`src/rtl/vmac_operand_fetch.sv`:
```
// Operand sequencer for the vector MAC: fetches A/B/C vector triples from the
// synchronous-read operand memory and hands them to the MAC over valid/ready.
module vmac_operand_fetch #(
  parameter int VLEN    = 48,
  parameter int I_WIDTH = 16,
  parameter int VECTOR  = 3,
  parameter int ADDR_W  = 8
) (
  input  logic              clk,
  input  logic              reset,
  input  logic              start,
  input  logic [ADDR_W-1:0] base_addr,
  input  logic [ADDR_W-1:0] num_vec,
  output logic              mem_en,
  output logic [ADDR_W-1:0] mem_addr,
  input  logic [VLEN-1:0]   mem_dout,
  output logic [VLEN-1:0]   a_out,
  output logic [VLEN-1:0]   b_out,
  output logic [VLEN-1:0]   c_out,
  output logic              op_valid,
  input  logic              op_ready,
  output logic              busy,
  output logic              done
);

  // state   | meaning
  // IDLE    | waiting for start
  // REQ_A   | reading A at ptr
  // REQ_B   | reading B at ptr+1, capturing A
  // REQ_C   | reading C at ptr+2, capturing B
  // WAIT_C  | capturing C
  // PRESENT | triple valid, waiting for op_ready
  // DONE    | one-cycle end-of-burst pulse

  generate
    if (VLEN != VECTOR * I_WIDTH) begin : g_vlen_check
      $error("vmac_operand_fetch: VLEN must equal VECTOR*I_WIDTH");
    end
  endgenerate

  typedef enum logic [2:0] {
    IDLE    = 3'd0,
    REQ_A   = 3'd1,
    REQ_B   = 3'd2,
    REQ_C   = 3'd3,
    WAIT_C  = 3'd4,
    PRESENT = 3'd5,
    DONE    = 3'd6
  } state_t;

  state_t            state, state_nxt;
  logic [ADDR_W-1:0] ptr, ptr_nxt;
  logic [ADDR_W-1:0] count, count_nxt;
  logic [ADDR_W-1:0] addr_q, addr_nxt;
  logic [VLEN-1:0]   a_q, b_q, c_q;
  logic              cap_a, cap_b, cap_c;

  always_ff @(posedge clk or negedge reset) begin
    if (!reset) begin
      state  <= IDLE;
      ptr    <= '0;
      count  <= '0;
      addr_q <= '0;
    end else begin
      state  <= state_nxt;
      ptr    <= ptr_nxt;
      count  <= count_nxt;
      addr_q <= addr_nxt;
    end
  end

  // Address register is loaded on entry to each REQ state so it lines up with
  // the state, and simply holds its value while the memory is idle.
  always_comb begin
    state_nxt = state;
    ptr_nxt   = ptr;
    count_nxt = count;
    addr_nxt  = addr_q;
    cap_a     = 1'b0;
    cap_b     = 1'b0;
    cap_c     = 1'b0;
    case (state)
      IDLE: begin
        if (start) begin
          if (num_vec != '0) begin
            ptr_nxt   = base_addr;
            count_nxt = num_vec;
            addr_nxt  = base_addr;
            state_nxt = REQ_A;
          end else begin
            state_nxt = DONE;
          end
        end
      end
      REQ_A: begin
        addr_nxt  = ptr + ADDR_W'(1);
        state_nxt = REQ_B;
      end
      REQ_B: begin
        cap_a     = 1'b1;
        addr_nxt  = ptr + ADDR_W'(2);
        state_nxt = REQ_C;
      end
      REQ_C: begin
        cap_b     = 1'b1;
        state_nxt = WAIT_C;
      end
      WAIT_C: begin
        cap_c     = 1'b1;
        state_nxt = PRESENT;
      end
      PRESENT: begin
        if (op_ready) begin
          if (count == ADDR_W'(1)) begin
            state_nxt = DONE;
          end else begin
            count_nxt = count - ADDR_W'(1);
            ptr_nxt   = ptr + ADDR_W'(3);
            addr_nxt  = ptr + ADDR_W'(3);
            state_nxt = REQ_A;
          end
        end
      end
      DONE:    state_nxt = IDLE;
      default: state_nxt = IDLE;
    endcase
  end

  // Lanes pass straight through; the whole packed word is captured at once.
  always_ff @(posedge clk or negedge reset) begin
    if (!reset) begin
      a_q <= '0;
      b_q <= '0;
      c_q <= '0;
    end else begin
      if (cap_a) a_q <= mem_dout;
      if (cap_b) b_q <= mem_dout;
      if (cap_c) c_q <= mem_dout;
    end
  end

  assign mem_en   = (state == REQ_A) || (state == REQ_B) || (state == REQ_C);
  assign mem_addr = addr_q;
  assign a_out    = a_q;
  assign b_out    = b_q;
  assign c_out    = c_q;
  assign op_valid = (state == PRESENT);
  assign busy     = (state != IDLE);
  assign done     = (state == DONE);

endmodule
```
`config.mk`:
```
export PLATFORM = sky130hd
export DESIGN_NAME = vmac_operand_fetch
export DESIGN_NICKNAME = d
export VERILOG_FILES = /design/src/rtl/vmac_operand_fetch.sv
export SDC_FILE = /design/constraint.sdc
export NUM_CORES = 1
export LEC_CHECK = 0
export BUFFER_PORTS_ARGS = -buffer_cell sky130_fd_sc_hd__buf_4
export CAP_MARGIN = 5
export CELL_PAD_IN_SITES_DETAIL_PLACEMENT = 0
export CELL_PAD_IN_SITES_GLOBAL_PLACEMENT = 1
export CORE_ASPECT_RATIO = 0.75
export CORE_UTILIZATION = 25
export CTS_BUF_LIST = sky130_fd_sc_hd__clkbuf_16
export CTS_CLUSTER_SIZE = 25
export DETAILED_ROUTE_END_ITERATION = 16
export GPL_TIMING_DRIVEN = 0
export PLACE_DENSITY_LB_ADDON = 0.1
export SYNTH_ARGS = -nofsm -noshare
export SYNTH_HDL_FRONTEND = slang
export SYNTH_SLANG_ARGS = --single-unit
```
`constraint.sdc`:
```
create_clock -name clk -period 5 [get_ports clk]
set_input_delay 0 -clock clk [delete_from_list [all_inputs] [get_ports clk]]
set_output_delay 0 -clock clk [all_outputs]
set_load 0.005 [all_outputs]
```
== Yosys cells after proc, flatten, opt, wreduce, memory -nomap -nowiden ==
Cells that the tools add are included.

* Output and inout bits: 156
* Input bits: 68
* Word-level logic and storage cells: 51
* Register bits after elaboration: 171

* Equal/unequal tests: 11
* $add $sub $neg: 4
* Multiplexer cells: 19
* Reductions and logical operators: 10

{| class="wikitable"
|+ Operators by type and width
! cell !! number
|-
| 8-bit two-way mux || 8
|-
| 8-bit case mux with 2 select lines || 2
|-
| 8-bit case mux with 4 select lines || 1
|-
| 3-bit case mux with 6 select lines || 1
|-
| 8-bit by 2-bit adder with 8-bit output (second input constant) || 2
|-
| 3-bit two-way mux || 4
|-
| 5-bit AND reduction || 2
|-
| 3-bit == test (second input constant) || 3
|-
| 8-bit by 1-bit adder with 8-bit output (second input constant) || 1
|-
| 8-bit by 1-bit == test with 1-bit output (second input constant) || 1
|-
| 8-bit nonzero test || 1
|-
| 8-bit by 1-bit subtractor with 8-bit output (second input constant) || 1
|-
| 3-bit by 2-bit == test with 1-bit output (second input constant) || 2
|-
| 2-bit inequality test (second input constant) || 3
|-
| 4-bit nonzero test || 1
|-
| 3-bit by 1-bit == test with 1-bit output (second input constant) || 1
|-
| 3-bit zero test || 1
|-
| 1-bit two-way mux || 3
|-
| 3-bit nonzero test || 1
|-
| 1-bit logical OR || 2
|-
| 2-bit by 1-bit inequality test with 1-bit output (second input constant) || 1
|-
| 2-bit AND reduction || 1
|-
| 2-bit nonzero test || 1
|}

== Logic depth before layout (Yosys ltp) ==
* Word-level depth: 4
* Depth in mapped cells: 9
* Depth with buffers taken out: 7

== Least setup slack after synthesis ==
Ideal clock, no wire load.

* Path kind: register -> register
* From: register ptr[1]
* To: register addr_q[5] (netlist: mem_addr[5])
* Path buffers: 0
* Data required time: 4.878 ns
* Cell stages (with the launch flop): 7
* Setup time: 0.122 ns
* Path slack: 3.198 ns
* Data arrival time: 1.680 ns
* Period minus slack after synthesis: 1.802 ns
* Cells stage by stage: dfrtp_1 > inv_1 > ha_1 > a21oi_1 > nor2_1 > a211o_1 > a32o_1

* Cells in the longest elaborated chain, start to end: 4
* Elaborated cells on any way between the ends: 6
* Classes of those cells: add/sub: 3; mux: 3

{| class="wikitable"
|+ Ends and longest elaborated chain
! item !! line !! source
|-
| start, declared || 52 || <nowiki>logic [ADDR_W-1:0] ptr, ptr_nxt;</nowiki>
|-
| start signal, assigned || 66 || <nowiki>ptr <= ptr_nxt;</nowiki>
|-
| 8-bit by 2-bit adder with 8-bit output || 119 || <nowiki>addr_nxt = ptr + ADDR_W'(3);</nowiki>
|-
| 8-bit two-way mux || 114 || <nowiki>if (count == ADDR_W'(1)) begin</nowiki>
|-
| 8-bit two-way mux || 113 || <nowiki>if (op_ready) begin</nowiki>
|-
| 8-bit case mux with 4 select lines * || 82 || <nowiki>case (state)</nowiki>
|-
| end signal, assigned || 68 || <nowiki>addr_q <= addr_nxt;</nowiki>
|-
| end, declared || 54 || <nowiki>logic [ADDR_W-1:0] addr_q, addr_nxt;</nowiki>
|}

Mark *: on every way between the ends. The rest lies on a longest branch, timed or not. The select of a mux whose other input is x is not followed.
A chain may end at the register's enable or synchronous reset.

== Worst setup path after layout ==
* From: register ptr[1]
* To: register addr_q[7] (netlist: mem_addr[7])

Same word-level chain as after synthesis.

==> impl_metrics.py <==
metrics = {
    "timing": {
        "fin_tns_setup_ns": 0,
        "rsz0062_at_grt": "false",
        "max_freq_mhz": 462,
        "hold_violations": 0,
        "fin_worst_skew_ns": 0.0125,
        "slew_viol_final": 0,
        "min_period_ns": 2.16,
        "slew_headroom": 0.518,
        "tightestPinTransition_ns": 0.718,
        "period_share": 0.433,
        "hold_ws_ns": 0.161,
        "finalSetupViolCount": 0,
    },
    "floorplan": {
        "die_x_um": 202,
        "core_area_um2": 29300,
        "chipHeight_um": 152,
        "num_rows": 54,
        "pin_count": 224,
        "initial_core_util": 0.255,
        "die_area_um2": 30600,
    },
    "grt": {
        "grt_max_degree": 90,
        "grt_use_met1": 0.225,
        "grt_use_met2": 0.225,
        "grt_pass1_vias": 5992,
        "grt_pass1_wl_um": 36200,
        "grt_util_met3": 0.0492,
        "gr-total-overflow": 0,
        "grt_use_total": 0.156,
        "antenna_found_initial": 0,
        "busiest_layer": "met2",
    },
    "finish": {
        "fillCellCount": 2999,
        "regArea_um2": 4280,
        "n_antenna_cell": 0,
        "drive_above_1_share": 0.385,
        "nNetsFinal": 1060,
        "multiInputGateArea_um2": 2930,
        "syn_to_final_growth_pct": 46.3,
    },
    "logic_synthesis": {
        "synth_most_common_cell": "dfrtp_1",
        "ys_warn_count": 0,
        "synth_top_cell_area_share": 0.573,
        "ys_types": 60,
        "synth.top_cells.by_count": "171 x dfrtp_1, 166 x nand2_1, 90 x mux2_2",
        "syn_nets": 750,
        "syn_area_um2": 7470,
        "ys_seq_elements": 171,
        "synth_edf_count": 0,
        "synth_area_leaders": "dfrtp_1 57%, mux2_2 14%, nand2_1 8.3%, buf_2 1.7%, o21ai_0 1.7%",
        "seq_area_frac_synth": 0.573,
        "synth-main-ff-cell": "dfrtp_1",
        "synthArstFlopShare": 1.00,
        "netlist.top_cell.by_area": "dfrtp_1",
        "syn_avg_cell_area_um2": 11.0,
        "syn_inst": 676,
    },
    "critical_path": {
        "slowest_stage": "dfrtp_1",
        "cp_top_family": "compound AO/OA/AOI/OAI gates",
        "r2r_setup_slack_ns": 2.84,
        "cp-end-kind": "flip-flop",
        "crit_chain": "inv_1 -> ha_1 -> a21oi_1 -> nor3_1 -> xnor2_1 -> a22oi_1 -> o31a_1",
        "worstPathRequired_ns": 5.32,
        "crit_buf_inv": 1,
        "critical_path_arrival_ns": 2.48,
        "cpPeakStageDelay_ns": 0.47,
        "r2r_start": "ptr[1]$_DFFE_PN0P_",
        "critPathLaunchType": "flip-flop",
        "r2r_cells": 7,
        "crit_type": "flip-flop to flip-flop",
        "r2r-end": "mem_addr[7]$_DFFE_PN0P_",
        "cp.depth": 7,
        "cp_max_fo": 6,
        "crit_start": "ptr[1]$_DFFE_PN0P_",
        "cp-endpoint": "mem_addr[7]$_DFFE_PN0P_",
    },
    "power_and_ir_drop": {
        "netSwitchingPower_w": 0.00265,
        "p_per_area_nw_per_um2": 664,
        "switching_share": 0.366,
        "pwr-share-clk": 0.187,
        "ir_worst_vdd_v": 0.000233,
        "pwr-share-comb": 0.467,
        "p_seq_frac": 0.346,
        "power.internal_w": 0.00460,
        "cellLeakagePower_nw": 5.14,
    },
    "detailed_routing": {
        "wire_per_inst_um": 17.2,
        "vias_per_cell": 4.38,
        "ant_nets": 0,
        "route.detailed.drc": 0,
        "wl_um": 23900,
        "drt-initial-drc-count": 276,
        "num_vias": 6086,
        "drt_first_pass_iters": 5,
    },
    "run_status": {
        "status": "complete, no violations",
    },
    "place": {
        "port_buffers": 223,
        "gp_congestion": 0.780,
        "dp_hpwl_um": 16900,
    },
    "clocking": {
        "cts_made_buffers": 17,
        "clock-root-buffer": "clkbuf_16",
        "htreeDepth": 4,
        "clk_latency_ns": 0.43,
        "clk_pin_slew_ns": 0.07,
        "tritoncts": "built",
        "clock-sinks": 171,
        "cts_buffer_depth": 2,
    },
    "worst_hold_path": {
        "hp-class": "primary input to asynchronous set/reset pin",
    },
    "run": {
        "cap_viol_max_count": 0,
    },
}
-- flip-flops by register name, summed over array words and instances (netlist names) --
signal / flops
a_out: 48
b_out: 48
c_out: 48
count: 8
mem_addr: 8
ptr: 8
state: 3
-- cell type report --
type | instances | area share
multi-input combinational | 453 | 0.268
timing repair buffer | 291 | 0.218
clock inverter | 15 | 0.0148
inverter | 10 | 0.00344
tap | 392 | 0.0449
buffer | 42 | 0.0200
clock buffer | 17 | 0.0389
sequential | 171 | 0.392
-- kinds of logic after synthesis --
logic type	after synthesis	share of synthesized area
AO/OA/AOI/OAI	99	0.0863
XOR/XNOR	5	0.00586
adder cells (fa/ha/maj)	6	0.0101
buffers and inverters	52	0.0343
flip-flops	171	0.573
multiplexers	97	0.146
AND/OR/NAND/NOR	246	0.144
-- per-layer routing --
metal | wire length (um) | share of wire
met1 | 11900 | 0.50
met2 | 10400 | 0.44
met3 | 1440 | 0.060
met4 | 169 | 0.0071
met5 | 0 | 0
-- what timing repair did --
item                       4_1_cts  5_1_grt
setup buffers                    0        0
hold buffers                    67        0
resized for setup                0        0
hold endpoints to repair       252        0
setup endpoints to repair        0        0
-- power by group through the flow --
| stage | combinational, W | sequential (W) | clock, W |
|---|---|---|---|
| 2_1_floorplan | 0.00167 | 0.00253 | 0 |
| 3_3_place_gp | 0.00343 | 0.00252 | 0 |
| 3_5_place_dp | 0.00342 | 0.00252 | 0 |
| 4_1_cts | 0.00346 | 0.00252 | 0.00140 |
| 5_1_grt | 0.00375 | 0.00261 | 0.00146 |
| 6_report | 0.00339 | 0.00251 | 0.00136 |
-- worst min path at each step --
stage	slack, ns	endpoint	start	cells after the start
6_report	0.16	count[1]$_DFFE_PN0P_	reset	2
3_5_place_dp	0.07	count[1]$_DFFE_PN0P_	reset	1
2_1_floorplan	-0.30	a_out[0]$_DFFE_PN0P_	reset	0
3_3_place_gp	0.21	a_out[38]$_DFFE_PN0P_	mem_dout[38]	3
4_1_cts	0.17	count[1]$_DFFE_PN0P_	reset	2
5_1_grt	0.20	count[0]$_DFFE_PN0P_	reset	2
-- through the flow --
step	cell area, um2	std cells	setup slack [ns]	power (W)	utilization
6_report	10900	1391	2.84	0.00726	0.373
5_1_grt	10900	1391	2.66	0.00782	0.373
4_1_cts	10900	1391	2.74	0.00739	0.373
3_5_place_dp	9670	1292	2.77	0.00594	0.330
3_3_place_gp	9630	1291	2.63	0.00595	0.329
2_1_floorplan	7470	676	3.20	0.00420	-
-- layout by cell type (no fill, tap or decap), drive strengths merged, types with 2 or more instances in the layout --
cell	synthesis	layout
xor2	2	2
or3	2	2
a31oi	2	2
a21o	5	5
mux2	96	96
nor3b	2	2
o31ai	4	4
inv	10	16
nand2b	7	7
nor4	5	5
dfrtp	171	171
a2bb2oi	4	4
dlygate4sd3	0	67
buf	31	255
o22ai	6	6
nand3b	3	3
nor3	8	8
nand3	7	7
clkinvlp	0	3
xnor2	3	3
bufinv	0	2
and2	3	3
a221oi	4	4
ha	6	6
a211oi	7	7
nor2	32	32
nand4	4	4
nand2	168	168
clkinv	0	4
a21oi	23	23
a22oi	4	4
clkbuf	11	28
o21ai	29	29
(Power assumes the default switching activity.)
